==> src/rtl/oled_text_writer.sv <==
`default_nettype none
// ============================================================================
// oled_text_writer -- writes 8x8 glyphs or full-screen fills into the 1 KiB
// OLED frame-buffer RAM (address = page*128 + column, bit0 = top pixel).
// Revision: 1.0
// ============================================================================
module oled_text_writer #(
  parameter int CLEAR_WORDS = 1024
) (
  input  logic       clk,
  input  logic       rst,
  input  logic       cmd_valid,
  output logic       cmd_ready,
  input  logic       cmd_clear,
  input  logic [7:0] cmd_char,
  input  logic [2:0] cmd_row,
  input  logic [3:0] cmd_col,
  input  logic       cmd_inv,
  output logic [9:0] rom_addr,
  input  logic [7:0] rom_data,
  output logic       wren,
  output logic [9:0] wraddress,
  output logic [7:0] wrdata,
  output logic       done
);

  localparam logic [1:0] S_IDLE  = 2'd0;
  localparam logic [1:0] S_CHAR  = 2'd1;
  localparam logic [1:0] S_CLEAR = 2'd2;
  localparam logic [1:0] S_DONE  = 2'd3;

  // In CHAR the counter holds (cycle number - 1); the k=7 write is in cycle 10.
  localparam logic [9:0] CHAR_LAST  = 10'd9;
  localparam logic [9:0] FETCH_LAST = 10'd6;
  localparam logic [9:0] CLR_LAST   = 10'(CLEAR_WORDS - 1);

  logic [1:0] state_q, state_d;
  logic [9:0] cnt_q, cnt_d;
  logic [6:0] char_q, char_d;
  logic [2:0] row_q, row_d;
  logic [3:0] col_q, col_d;
  logic       inv_q, inv_d;

  logic       cmd_ready_q, cmd_ready_d;
  logic       wren_q, wren_d;
  logic [9:0] wraddress_q, wraddress_d;
  logic [7:0] wrdata_q, wrdata_d;
  logic [9:0] rom_addr_q, rom_addr_d;
  logic       done_q, done_d;

  logic       accept;
  logic [9:0] cnt_inc;
  logic [2:0] wr_k;
  logic       char_fetch;
  logic       char_write;

  assign accept     = (state_q == S_IDLE) && cmd_valid && cmd_ready_q;
  assign cnt_inc    = cnt_q + 10'd1;
  // ROM data for byte k arrives when the counter is k+1, so the write index lags by one.
  assign wr_k       = cnt_q[2:0] - 3'd1;
  assign char_fetch = (cnt_q <= FETCH_LAST);
  assign char_write = (cnt_q >= 10'd1) && (cnt_q <= 10'd8);

  // State register and all datapath/output flops
  always_ff @(posedge clk) begin
    if (rst) begin
      state_q     <= S_IDLE;
      cnt_q       <= '0;
      char_q      <= '0;
      row_q       <= '0;
      col_q       <= '0;
      inv_q       <= 1'b0;
      cmd_ready_q <= 1'b0;
      wren_q      <= 1'b0;
      wraddress_q <= '0;
      wrdata_q    <= '0;
      rom_addr_q  <= '0;
      done_q      <= 1'b0;
    end else begin
      state_q     <= state_d;
      cnt_q       <= cnt_d;
      char_q      <= char_d;
      row_q       <= row_d;
      col_q       <= col_d;
      inv_q       <= inv_d;
      cmd_ready_q <= cmd_ready_d;
      wren_q      <= wren_d;
      wraddress_q <= wraddress_d;
      wrdata_q    <= wrdata_d;
      rom_addr_q  <= rom_addr_d;
      done_q      <= done_d;
    end
  end

  // Next-state logic
  always_comb begin
    state_d = state_q;
    case (state_q)
      S_IDLE: begin
        if (accept) begin
          state_d = cmd_clear ? S_CLEAR : S_CHAR;
        end
      end
      S_CHAR: begin
        if (cnt_q == CHAR_LAST) begin
          state_d = S_DONE;
        end
      end
      S_CLEAR: begin
        if (cnt_q == CLR_LAST) begin
          state_d = S_DONE;
        end
      end
      S_DONE: begin
        state_d = S_IDLE;
      end
      default: begin
        state_d = S_IDLE;
      end
    endcase
  end

  // Output and datapath logic
  always_comb begin
    cnt_d       = cnt_inc;
    char_d      = char_q;
    row_d       = row_q;
    col_d       = col_q;
    inv_d       = inv_q;
    cmd_ready_d = (state_d == S_IDLE);
    wren_d      = 1'b0;
    wraddress_d = wraddress_q;
    wrdata_d    = wrdata_q;
    rom_addr_d  = rom_addr_q;
    done_d      = 1'b0;

    case (state_q)
      S_IDLE: begin
        cnt_d = '0;
        if (accept) begin
          char_d = cmd_char[6:0];
          row_d  = cmd_row;
          col_d  = cmd_col;
          inv_d  = cmd_inv;
          if (cmd_clear) begin
            wren_d      = 1'b1;
            wraddress_d = '0;
            wrdata_d    = {8{cmd_inv}};
          end else begin
            rom_addr_d = {cmd_char[6:0], 3'd0};
          end
        end
      end
      S_CHAR: begin
        if (char_fetch) begin
          rom_addr_d = {char_q, cnt_inc[2:0]};
        end
        if (char_write) begin
          wren_d      = 1'b1;
          wraddress_d = {row_q, col_q, wr_k};
          wrdata_d    = rom_data ^ {8{inv_q}};
        end
        if (cnt_q == CHAR_LAST) begin
          done_d = 1'b1;
        end
      end
      S_CLEAR: begin
        if (cnt_q != CLR_LAST) begin
          wren_d      = 1'b1;
          wraddress_d = cnt_inc;
        end else begin
          done_d = 1'b1;
        end
      end
      S_DONE: begin
        cnt_d = '0;
      end
      default: begin
        cnt_d = '0;
      end
    endcase
  end

  assign cmd_ready = cmd_ready_q;
  assign wren      = wren_q;
  assign wraddress = wraddress_q;
  assign wrdata    = wrdata_q;
  assign rom_addr  = rom_addr_q;
  assign done      = done_q;

endmodule
`default_nettype wire

==> config.mk <==
export PLATFORM = sky130hd
export DESIGN_NAME = oled_text_writer
export DESIGN_NICKNAME = d
export VERILOG_FILES = /design/src/rtl/oled_text_writer.sv
export SDC_FILE = /design/constraint.sdc
export NUM_CORES = 1
export LEC_CHECK = 0
export BUFFER_PORTS_ARGS = -buffer_cell sky130_fd_sc_hd__buf_2
export CAP_MARGIN = 25
export CORE_ASPECT_RATIO = 0.6
export CORE_MARGIN = 2
export CORE_UTILIZATION = 55
export CTS_CLUSTER_DIAMETER = 200
export DETAILED_ROUTE_END_ITERATION = 6
export PLACE_DENSITY = 0.9
export SETUP_SLACK_MARGIN = 0.02
export SYNTH_ARGS = -nofsm -noshare
export SYNTH_HDL_FRONTEND = slang
export SYNTH_SLANG_ARGS = --single-unit
==> constraint.sdc <==
create_clock -name clk -period 2.6 [get_ports clk]
set_clock_uncertainty 0.2 [all_clocks]
set_input_delay 0.52 -clock clk [delete_from_list [all_inputs] [get_ports clk]]
set_output_delay 0.52 -clock clk [all_outputs]
set_load 0.005 [all_outputs]
# == Yosys cells after proc, flatten, opt, wreduce, memory -nomap -nowiden ==
# Cells that the tools add are included.
# totals
word_cells,68
ramBits,0
rom_bits,0
register_bits,58
latch_bits,0
n_memories,0
# op_classes
n_shift,0
reduce_logical,12
mux,26
n_bitwise,1
n_addsub,2
eq_ne,12
magnitude_cmp,3
div_mod_pow,0
mul,0
# op_table
op,count
two-way mux 10 bit,7
case mux 10 bit (3 select lines),1
two-way mux 8 bit,3
case mux 10 bit (2 select lines),1
case mux 8 bit (2 select lines),1
"inequality test 2 bit, second input constant",6
"adder 10 x 1 -> 10 bit, second input constant",1
"equality test 10 bit, second input constant",1
"equality test 10 x 4 -> 1 bit, second input constant",1
"greater-or-equal comparator 10 x 1 -> 1 bit, second input constant",1
"<= comparator 10 x 3 -> 1 bit, second input constant",1
"<= comparator 10 x 4 -> 1 bit, second input constant",1
"inequality test 10 bit, second input constant",1
two-way mux 2 bit,4
case mux 2 bit (4 select lines),1
AND reduction 4 bit,2
XOR 8 bit,1
two-way mux 1 bit,6
AND reduction 5 bit,1
"equality test 2 bit, second input constant",2
logical NOT 2 bit,2
logical AND 1 bit,3
case mux 1 bit (3 select lines),1
nonzero test 3 bit,1
other kinds (6),6

# == Logic depth before layout (Yosys ltp) ==
# Gate-level depths: netlist (run 1).
# depth
depth_word,6
mapped_depth,9
mapped_depth_nobuf,7

# == Worst setup path before layout (run 1) ==
# Ideal clock, no wire load.
# synth_path
path_type,register to register
start,register state_q[0]
end,"register rom_addr_q[2], in the netlist rom_addr[2]"
required_ns,2.272
setup_time_ns,0.128
setup_slack_ns,0.509
path_stages_with_launch,10
arrival_time_ns,1.763
path_cell_list,dfxtp_1 inv_1 ha_1 buf_6 nand3_1 o21ai_1 or3b_1 buf_6 a22oi_1 nor2_1
# synth_between
elab_chain_len,5
# synth_rtl
element,line,rtl
"start, declared",37,"logic [1:0] state_q, state_d;"
"start signal, assigned",80,state_q <= state_d;
logical NOT 2 bit,"57, 137",
logical AND 1 bit (2 in a row),57,assign accept = (state_q == S_IDLE) && cmd_valid && cmd_ready_q;
inequality test 2 bit (no source line),-,
AND reduction 4 bit (no source line),-,
"end signal, assigned",90,rom_addr_q <= rom_addr_d;
"end, declared",48,"logic [9:0] rom_addr_q, rom_addr_d;"
# Several ways; a longest one is shown, not always the timed one.
# A chain may end at the register's enable or synchronous reset.

# == Worst setup path after layout (run 1) ==
# Same ends and word-level chain as after synthesis.

==> impl_metrics.yaml, run 1 <==
outcome:
  status: "finished, final reports clean"
critical_path:
  cp.arrival_ns: 2.43
  crit_path_end_kind: "flip-flop"
  cp.required_ns: 2.60
  crit_fanout: 11
  start_kind: "flip-flop"
  worstSetupPathType: "flip-flop to flip-flop"
sta:
  rsz0062_at_grt: "false"
  setup_slack_ns: 0.1753
  finalCritPeriodShare_pct: 93.26
  tns_ns: 0
  period_needed_ns: 2.425
  fmax_mhz: 412.4
  slew_headroom_pct: 58.33
  tightest_slew_ns: 0.6251
  maxSlewViolCount: 0
  holdWs_ns: 0.2179
  finalSetupViolations: 0
  finalHoldViolations: 0
route:
  drt_first_pass_iters: 4
  antenna_left: 0
  wire_per_inst_um: 15.25
  drc: 0
  via_per_inst: 5.708
  drt_iter0_drc: 226
  wl_um: 6848
  num_vias: 2563
clocking:
  cts_tree: "done"
  cts-root-buf: "clkbuf_8"
  htreeDepth: 3
  clock_latency_ns: 0.34
  path_clk_slew_ns: 0.06
  clock_path_buffers: 2
  clock-sinks: 58
  numCtsBuffers: 9
pwr:
  vdd_drop_max_mv: 0.5050
  power_density_nw_per_um2: 955.2
  leakagePower_nw: 1.399
  power_mw: 3.266
synthesis:
  yosysSeqAreaShare_pct: 39.68
  synth_nets: 362
  synth_top_area_share_pct: 39.68
  synth-main-ff-cell: "dfxtp_1"
  synth_seq_cells: 58
  netlist_area_um2: 2927
  synth_cell_type_count: 55
  synth_compound_area_share_pct: 20.56
  syn_inst: 325
  yosys_warnings: 0
  postSynthAreaPerCell_um2: 9.005
  synth_top_area_cell: "dfxtp_1"
  yosys.area_share.simple_pct: 19.97
  synth_edf_count: 0
  synth_area_leaders: "dfxtp_1 (40%), nand2_1 (6.3%), a21oi_1 (4.6%)"
  synth-xor-area-share_pct: 4.489
  muxShareOfSynthArea_pct: 5.088
  synth_top_family_by_area: "compound AO/OA/AOI/OAI gates"
  async_flop_share_pct: 0
  synthAdderAreaFrac_pct: 3.848
final_layout:
  final_area_um2: 3420
  layout-drive-gt1-share_pct: 27.42
  diodes: 0
  fin_nets: 416
  syn_to_final_growth_pct: 16.84
  final_util_pct: 66.99
  final_cells: 449
floorplan:
  fp.dieArea_um2: 5940
  die_h_um: 60.51
  rows: 20
  start_util_pct: 57.33
  pin_count: 59
  core_um2: 5105
  fp.dieW_um: 98.17
placed_design:
  dpl_cell_area_um2: 3213
  place_hpwl_um: 4862
  place_congestion: 0.9448
  placed_cells: 434
  io_buffer_count: 57
  pre_cts_slack_ns: 0.1294
job:
  cap_violations: 0
global_routing:
  grt_pass1_vias: 2407
  track_usage_pct: 25.25
  grt_remaining_overflow: 0
  grt_max_degree: 33
  grt_antenna_before_repair: 0
  grt_pass1_wl_um: 11430
worst_hold_path:
  hold_path.class: "input port to flip-flop"
==> layout make-up <==
cell class | instances | area, µm²
Sequential cell | 58 | 1161
Clock buffer | 13 | 168.9
Fill cell | 430 | 1685
Clock inverter | 2 | 35.03
Timing Repair Buffer | 62 | 322.8
Tap cell | 66 | 82.58
Inverter | 18 | 67.56
Multi-Input combinational cell | 230 | 1582
==> layer usage <==
metal	up-vias	GRT usage, %	wire [µm]
met5	-	0	0
met4	0	8.611	165
met3	15	13.02	757
met2	127	38.45	2864
met1	1175	31.60	3061
li1	1246	-	-
==> flip-flops by register name, indices dropped and copies added, names as in the netlist <==
register,cells
state_q,2
char_q,7
wraddress,10
done,1
wren,1
col_q,4
cnt_q,10
row_q,3
wrdata,8
cmd_ready,1
rom_addr,10
inv_q,1
==> critical path, cell delays in order (launching register included) <==
cell     delay (ns)
dfxtp_1        0.34
inv_1          0.13
ha_1           0.42
nand3_1        0.18
o21ai_1        0.23
or3b_4         0.51
a22oi_1        0.22
nor2_1         0.06
==> kinds of logic after synthesis <==
| logic type | after synthesis |
|---|---|
| xor+xnor | 15 |
| fa+ha+maj | 9 |
| mux | 14 |
| simple gates | 115 |
| buf+inv | 37 |
| compound gates | 77 |
| flops | 58 |
==> power breakdown <==
| part | internal [mW] | switching, mW |
|---|---|---|
| registers | 1.04 | 0.107 |
| clock network | 0.514 | 0.329 |
| logic | 0.515 | 0.756 |
==> final timing paths <==
kind / slack [ns] / to / from / cells after the start
setup reg to reg: 0.18 / rom_addr[2] / state_q[0] / 7
hold / removal: 0.22 / col_q[1] / cmd_col[1] / 3
setup / recovery: 0.18 / rom_addr[2] / state_q[0] / 7
hold reg to reg: 0.25 / char_q[0] / char_q[0] / 2
==> timing repair <==
action	4_1_cts	5_1_grt
hold buffers	0	0
resized for setup	0	1
setup endpoints to repair	0	10
endpoints found under the hold margin	0	0
buffers inserted	0	0
==> synth_stat cells, types with 5 or more instances <==
cell      number
mux2i_1        7
ha_1           9
nor2b_1        7
dfxtp_1       58
mux2_2         7
nand4_1        5
nand2_1       49
nor2_1        21
xor2_1         9
nand3_1       11
o21ai_0       10
inv_1         18
xnor2_1        6
buf_6          5
clkbuf_1       9
a21oi_1       27
a221oi_2       9
==> layout by cell type, fill, tap and decap left out, types with 10 or more instances in the layout <==
| cell type | netlist | routed |
|---|---|---|
| clkbuf_8 | 0 | 12 |
| dfxtp_1 | 58 | 58 |
| nand2_1 | 49 | 49 |
| nand3_1 | 11 | 11 |
| o21ai_0 | 10 | 10 |
| inv_1 | 18 | 18 |
| nor2_1 | 21 | 21 |
| a21oi_1 | 27 | 27 |
| buf_2 | 2 | 57 |
Note: power is estimated with default switching activity, not from simulation.
==> inputs of run 2 (changes only) <==
PLACE_DENSITY = 0.8   (was 0.9)
==> run 2 against run 1 <==
  * Combinational power hardly changed
  * Clock power is 3.8% lower
  * Via count is 1.1% lower
  * Critical path depth stayed put
  * Utilization is 0.12 points lower
  * Final area is 0.18% lower
  * First-iteration DRC count is 9.7% higher
  * Total power is 1.1% lower
  * Cell count is 0.22% higher
  * Sequential power hardly changed
  * Die area stayed put
==> impl_metrics.yaml, run 2 (synthesis gave the netlist of run 1 again) <==
outcome:
  status: "finished, final reports clean"
global_routing:
  grt_pass1_wl_um: 10710
  grt_max_degree: 31
  grt_antenna_before_repair: 0
  grt_remaining_overflow: 0
  grt_pass1_vias: 2122
  track_usage_pct: 23.80
sta:
  tightest_slew_ns: 0.6347
  finalCritPeriodShare_pct: 90.94
  period_needed_ns: 2.364
  fmax_mhz: 422.9
  finalSetupViolations: 0
  rsz0062_at_grt: "false"
  slew_headroom_pct: 57.68
  maxSlewViolCount: 0
  tns_ns: 0
  finalHoldViolations: 0
critical_path:
  crit_path_end_kind: "flip-flop"
  crit_fanout: 10
  start_kind: "flip-flop"
  cp.arrival_ns: 2.38
  worstSetupPathType: "flip-flop to flip-flop"
  cp.required_ns: 2.61
pwr:
  power_mw: 3.231
  clkPwrFrac_pct: 25.1
  vdd_drop_max_mv: 0.5660
  seqPwrFrac_pct: 35.5
  p_switching_mw: 1.212
  power_density_nw_per_um2: 946.7
  p_comb_share_pct: 39.4
  internal_power_mw: 2.019
  p_sw_share_pct: 37.51
  leakagePower_nw: 1.391
route:
  drt_iter0_drc: 248
  wire_per_inst_um: 15.06
  drt_first_pass_iters: 6
  via_per_inst: 5.633
  antenna_left: 0
  wl_um: 6779
  num_vias: 2535
  drc: 0
clocking:
  cts-root-buf: "clkbuf_8"
  cts_resized: 0
  clock_latency_ns: 0.34
  htreeDepth: 3
  path_clk_slew_ns: 0.07
  holdBufCountCts: 0
  clock_path_buffers: 2
  post-cts-setup-buffers: 0
  clock-sinks: 58
  numCtsBuffers: 9
  cts_tree: "done"
floorplan:
  fp.dieArea_um2: 5940
  pin_count: 59
  start_util_pct: 57.33
  fp.dieW_um: 98.17
  rows: 20
  die_h_um: 60.51
  core_um2: 5105
final_layout:
  final_cells: 450
  syn_to_final_growth_pct: 16.63
  fin_nets: 417
  diodes: 0
  final_cell_mix: "dfxtp_1 (58), buf_2 (57), nand2_1 (49)"
  layout-drive-gt1-share_pct: 27.60
  final_common_cell: "dfxtp_1"
worst_hold_path:
  hold_path.class: "input port to flip-flop"
placed_design:
  place_hpwl_um: 4865
  placed_cells: 435
  io_buffer_count: 57
  place_congestion: 0.8969
job:
  cap_violations: 0
## run 2: changes by cell type in the layout (fill, tap and decap cells not counted)
cell / before / now
or3b_1: 0 / 1
clkbuf_8: 12 / 10
buf_4: 5 / 6
clkinvlp_4: 0 / 2
clkbuf_1: 1 / 0
clkinv_2: 1 / 2
or3b_4: 1 / 0
## run 2: worst paths after layout
| check | start | end | slack (ns) | cells after the start |
|---|---|---|---|---|
| hold / removal | cmd_char[1] | char_q[1] | 0.22 | 3 |
| setup reg to reg | state_q[0] | rom_addr[1] | 0.24 | 7 |
| hold reg to reg | row_q[1] | row_q[1] | 0.26 | 2 |
| setup / recovery | state_q[0] | rom_addr[1] | 0.24 | 7 |
## run 2: cell type report
cell class / instances / area, µm²
clock buffer: 10 / 137.6
clock inverter: 5 / 55.05
fill: 447 / 1692
inverter: 18 / 67.56
multi-input combinational: 230 / 1579
sequential: 58 / 1161
tap: 66 / 82.58
timing repair buffer: 63 / 330.3
## run 2: layer usage
layer | global-route usage, % | vias up | part of all wire, %
li1 | - | 1247 | -
met1 | 33.45 | 1172 | 48
met2 | 34.05 | 103 | 41
met3 | 8.641 | 13 | 8.7
met4 | 8.611 | 0 | 1.7
met5 | 0 | - | 0
## run 2: metrics by stage
step / setup WS (ns) / hold WS, ns / instance area [µm²] / util, %
finish: 0.2355 / 0.2165 / 3413 / 66.86
global route: 0.07027 / 0.2057 / 3413 / 66.86
CTS: 0.2771 / 0.2064 / 3413 / 66.86
detailed placement: 0.3018 / 0.2497 / 3221 / 63.09
global placement: 0.3987 / 0.2396 / 3221 / 63.09
floorplan: 0.5094 / 0.2329 / 2927 / -
## run 2: worst max-delay path: stages (launching register included)
cell     delay (ns)
dfxtp_1        0.35
inv_1          0.13
ha_1           0.22
nand3_1        0.11
o21ai_1        0.26
or3b_1         0.63
a22oi_1        0.28
nor2_1         0.06
## run 2: power by group through the flow
stage / Combinational [mW] / Sequential, mW / Clock [mW]
2_1_floorplan: 0.955 / 1.16 / 0
3_3_place_gp: 1.21 / 1.16 / 0
3_5_place_dp: 1.25 / 1.16 / 0
4_1_cts: 1.25 / 1.15 / 0.825
5_1_grt: 1.38 / 1.17 / 0.870
6_report: 1.27 / 1.15 / 0.812
==> inputs of run 3 (changes only) <==
PLACE_DENSITY = default   (was 0.8)
PLACE_DENSITY_LB_ADDON = 0.3   (was default)
==> run 3 against run 2 <==
  * Die area stayed put
  * Sequential cell count stayed put
  * Combinational power hardly changed
  * Highest routed layer unchanged
==> impl_metrics.yaml, run 3 (synthesis gave the netlist of run 1 again) <==
global_routing:
  grt_pass1_wl_um: 10910
  grt_max_degree: 28
  track_usage_pct: 24.06
  grt_remaining_overflow: 0
  grt_antenna_before_repair: 0
  grt_pass1_vias: 2192
clocking:
  holdBufCountCts: 0
  cts_resized: 0
  clock_path_buffers: 2
  post-cts-setup-buffers: 0
  numCtsBuffers: 9
  clock_latency_ns: 0.35
  cts-root-buf: "clkbuf_8"
  path_clk_slew_ns: 0.06
  cts_tree: "done"
  clock-sinks: 58
  htreeDepth: 3
outcome:
  status: "finished, final reports clean"
critical_path:
  cp.required_ns: 2.63
  crit_path_end_kind: "flip-flop"
  worstSetupPathType: "flip-flop to flip-flop"
  start_kind: "flip-flop"
  crit_fanout: 10
  cp.arrival_ns: 2.43
pwr:
  leakagePower_nw: 1.382
  power_density_nw_per_um2: 925.1
  vdd_drop_max_mv: 0.5536
floorplan:
  core_um2: 5105
  fp.dieArea_um2: 5940
  rows: 20
  die_h_um: 60.51
  start_util_pct: 57.33
  pin_count: 59
  fp.dieW_um: 98.17
sta:
  fmax_mhz: 416.6
  slew_headroom_pct: 55.84
  finalHoldViolations: 0
  setup_slack_ns: 0.1994
  period_needed_ns: 2.401
  finalCritPeriodShare_pct: 92.33
  rsz0062_at_grt: "false"
  tns_ns: 0
  tightest_slew_ns: 0.6625
  finalSetupViolations: 0
  maxSlewViolCount: 0
final_layout:
  final.fill_count: 442
  final_cell_mix: "dfxtp_1 (58), buf_2 (57), nand2_1 (49)"
  final_cells: 451
  syn_to_final_growth_pct: 15.90
  layout-drive-gt1-share_pct: 27.53
  final_common_cell: "dfxtp_1"
  fin_nets: 417
  diodes: 0
  final_util_pct: 66.45
route:
  wl_um: 6726
  drt_first_pass_iters: 4
  drt_iter0_drc: 157
  antenna_left: 0
  wire_per_inst_um: 14.91
  via_per_inst: 5.548
  num_vias: 2502
  drc: 0
placed_design:
  placed_cells: 435
  io_buffer_count: 57
  pre_cts_slack_ns: 0.2298
  place_hpwl_um: 4790
  place_congestion: 0.8679
worst_hold_path:
  hold_path.class: "input port to flip-flop"
job:
  cap_violations: 0
==> run 3: cell count changes in the layout (fill, tap and decap cells not counted), sizes merged <==
cell and change:
bufinv -1, clkbuf +1, clkinv +1
==> run 3: critical path: stages, from the launching register on <==
cell and delay (ns):
dfxtp_1 0.34, inv_1 0.14, ha_1 0.32, nand3_1 0.14
o21ai_1 0.21, or3b_1 0.61, a22oi_1 0.27, nor2_1 0.06
==> run 3: area by class of cell <==
class	instances	area, µm²	share of cell area, %
clock buffers	11	141.4	4.168
clock inverters	5	30.03	0.8853
inverters	18	67.56	1.992
multi-input cells	230	1579	46.55
flip-flops and latches	58	1161	34.23
well taps	66	82.58	2.435
repair buffers	63	330.3	9.738
==> run 3: stage by stage <==
| stage | area (µm²) | power (mW) | hold WS (ns) |
|---|---|---|---|
| 2_1_floorplan | 2927 | 2.111 | 0.2329 |
| 3_3_place_gp | 3221 | 2.371 | 0.2394 |
| 3_5_place_dp | 3221 | 2.413 | 0.2497 |
| 4_1_cts | 3392 | 3.140 | 0.1976 |
| 5_1_grt | 3392 | 3.335 | 0.2111 |
| 6_report | 3392 | 3.138 | 0.2042 |
==> run 3: power breakdown <==
group / switching (mW) / internal, mW / total (mW)
Sequential: 0.103 / 1.04 / 1.15
Combinational: 0.751 / 0.516 / 1.27
Clock: 0.357 / 0.366 / 0.723
==> run 3: path summary, 6_finish.rpt <==
check,start,depth (start not counted),end,slack (ns)
hold reg to reg,col_q[0],2,col_q[0],0.26
hold / removal,cmd_col[1],3,col_q[1],0.20
setup / recovery,state_q[0],7,rom_addr[0],0.20
setup reg to reg,state_q[0],7,rom_addr[0],0.20
==> run 3: routing by layer <==
layer	vias to the layer above	track usage, %	routed length, µm
met3	13	8.410	538
li1	1255	-	-
met2	86	34.54	2804
met4	0	10.18	150
met1	1148	33.38	3232
met5	-	0	0
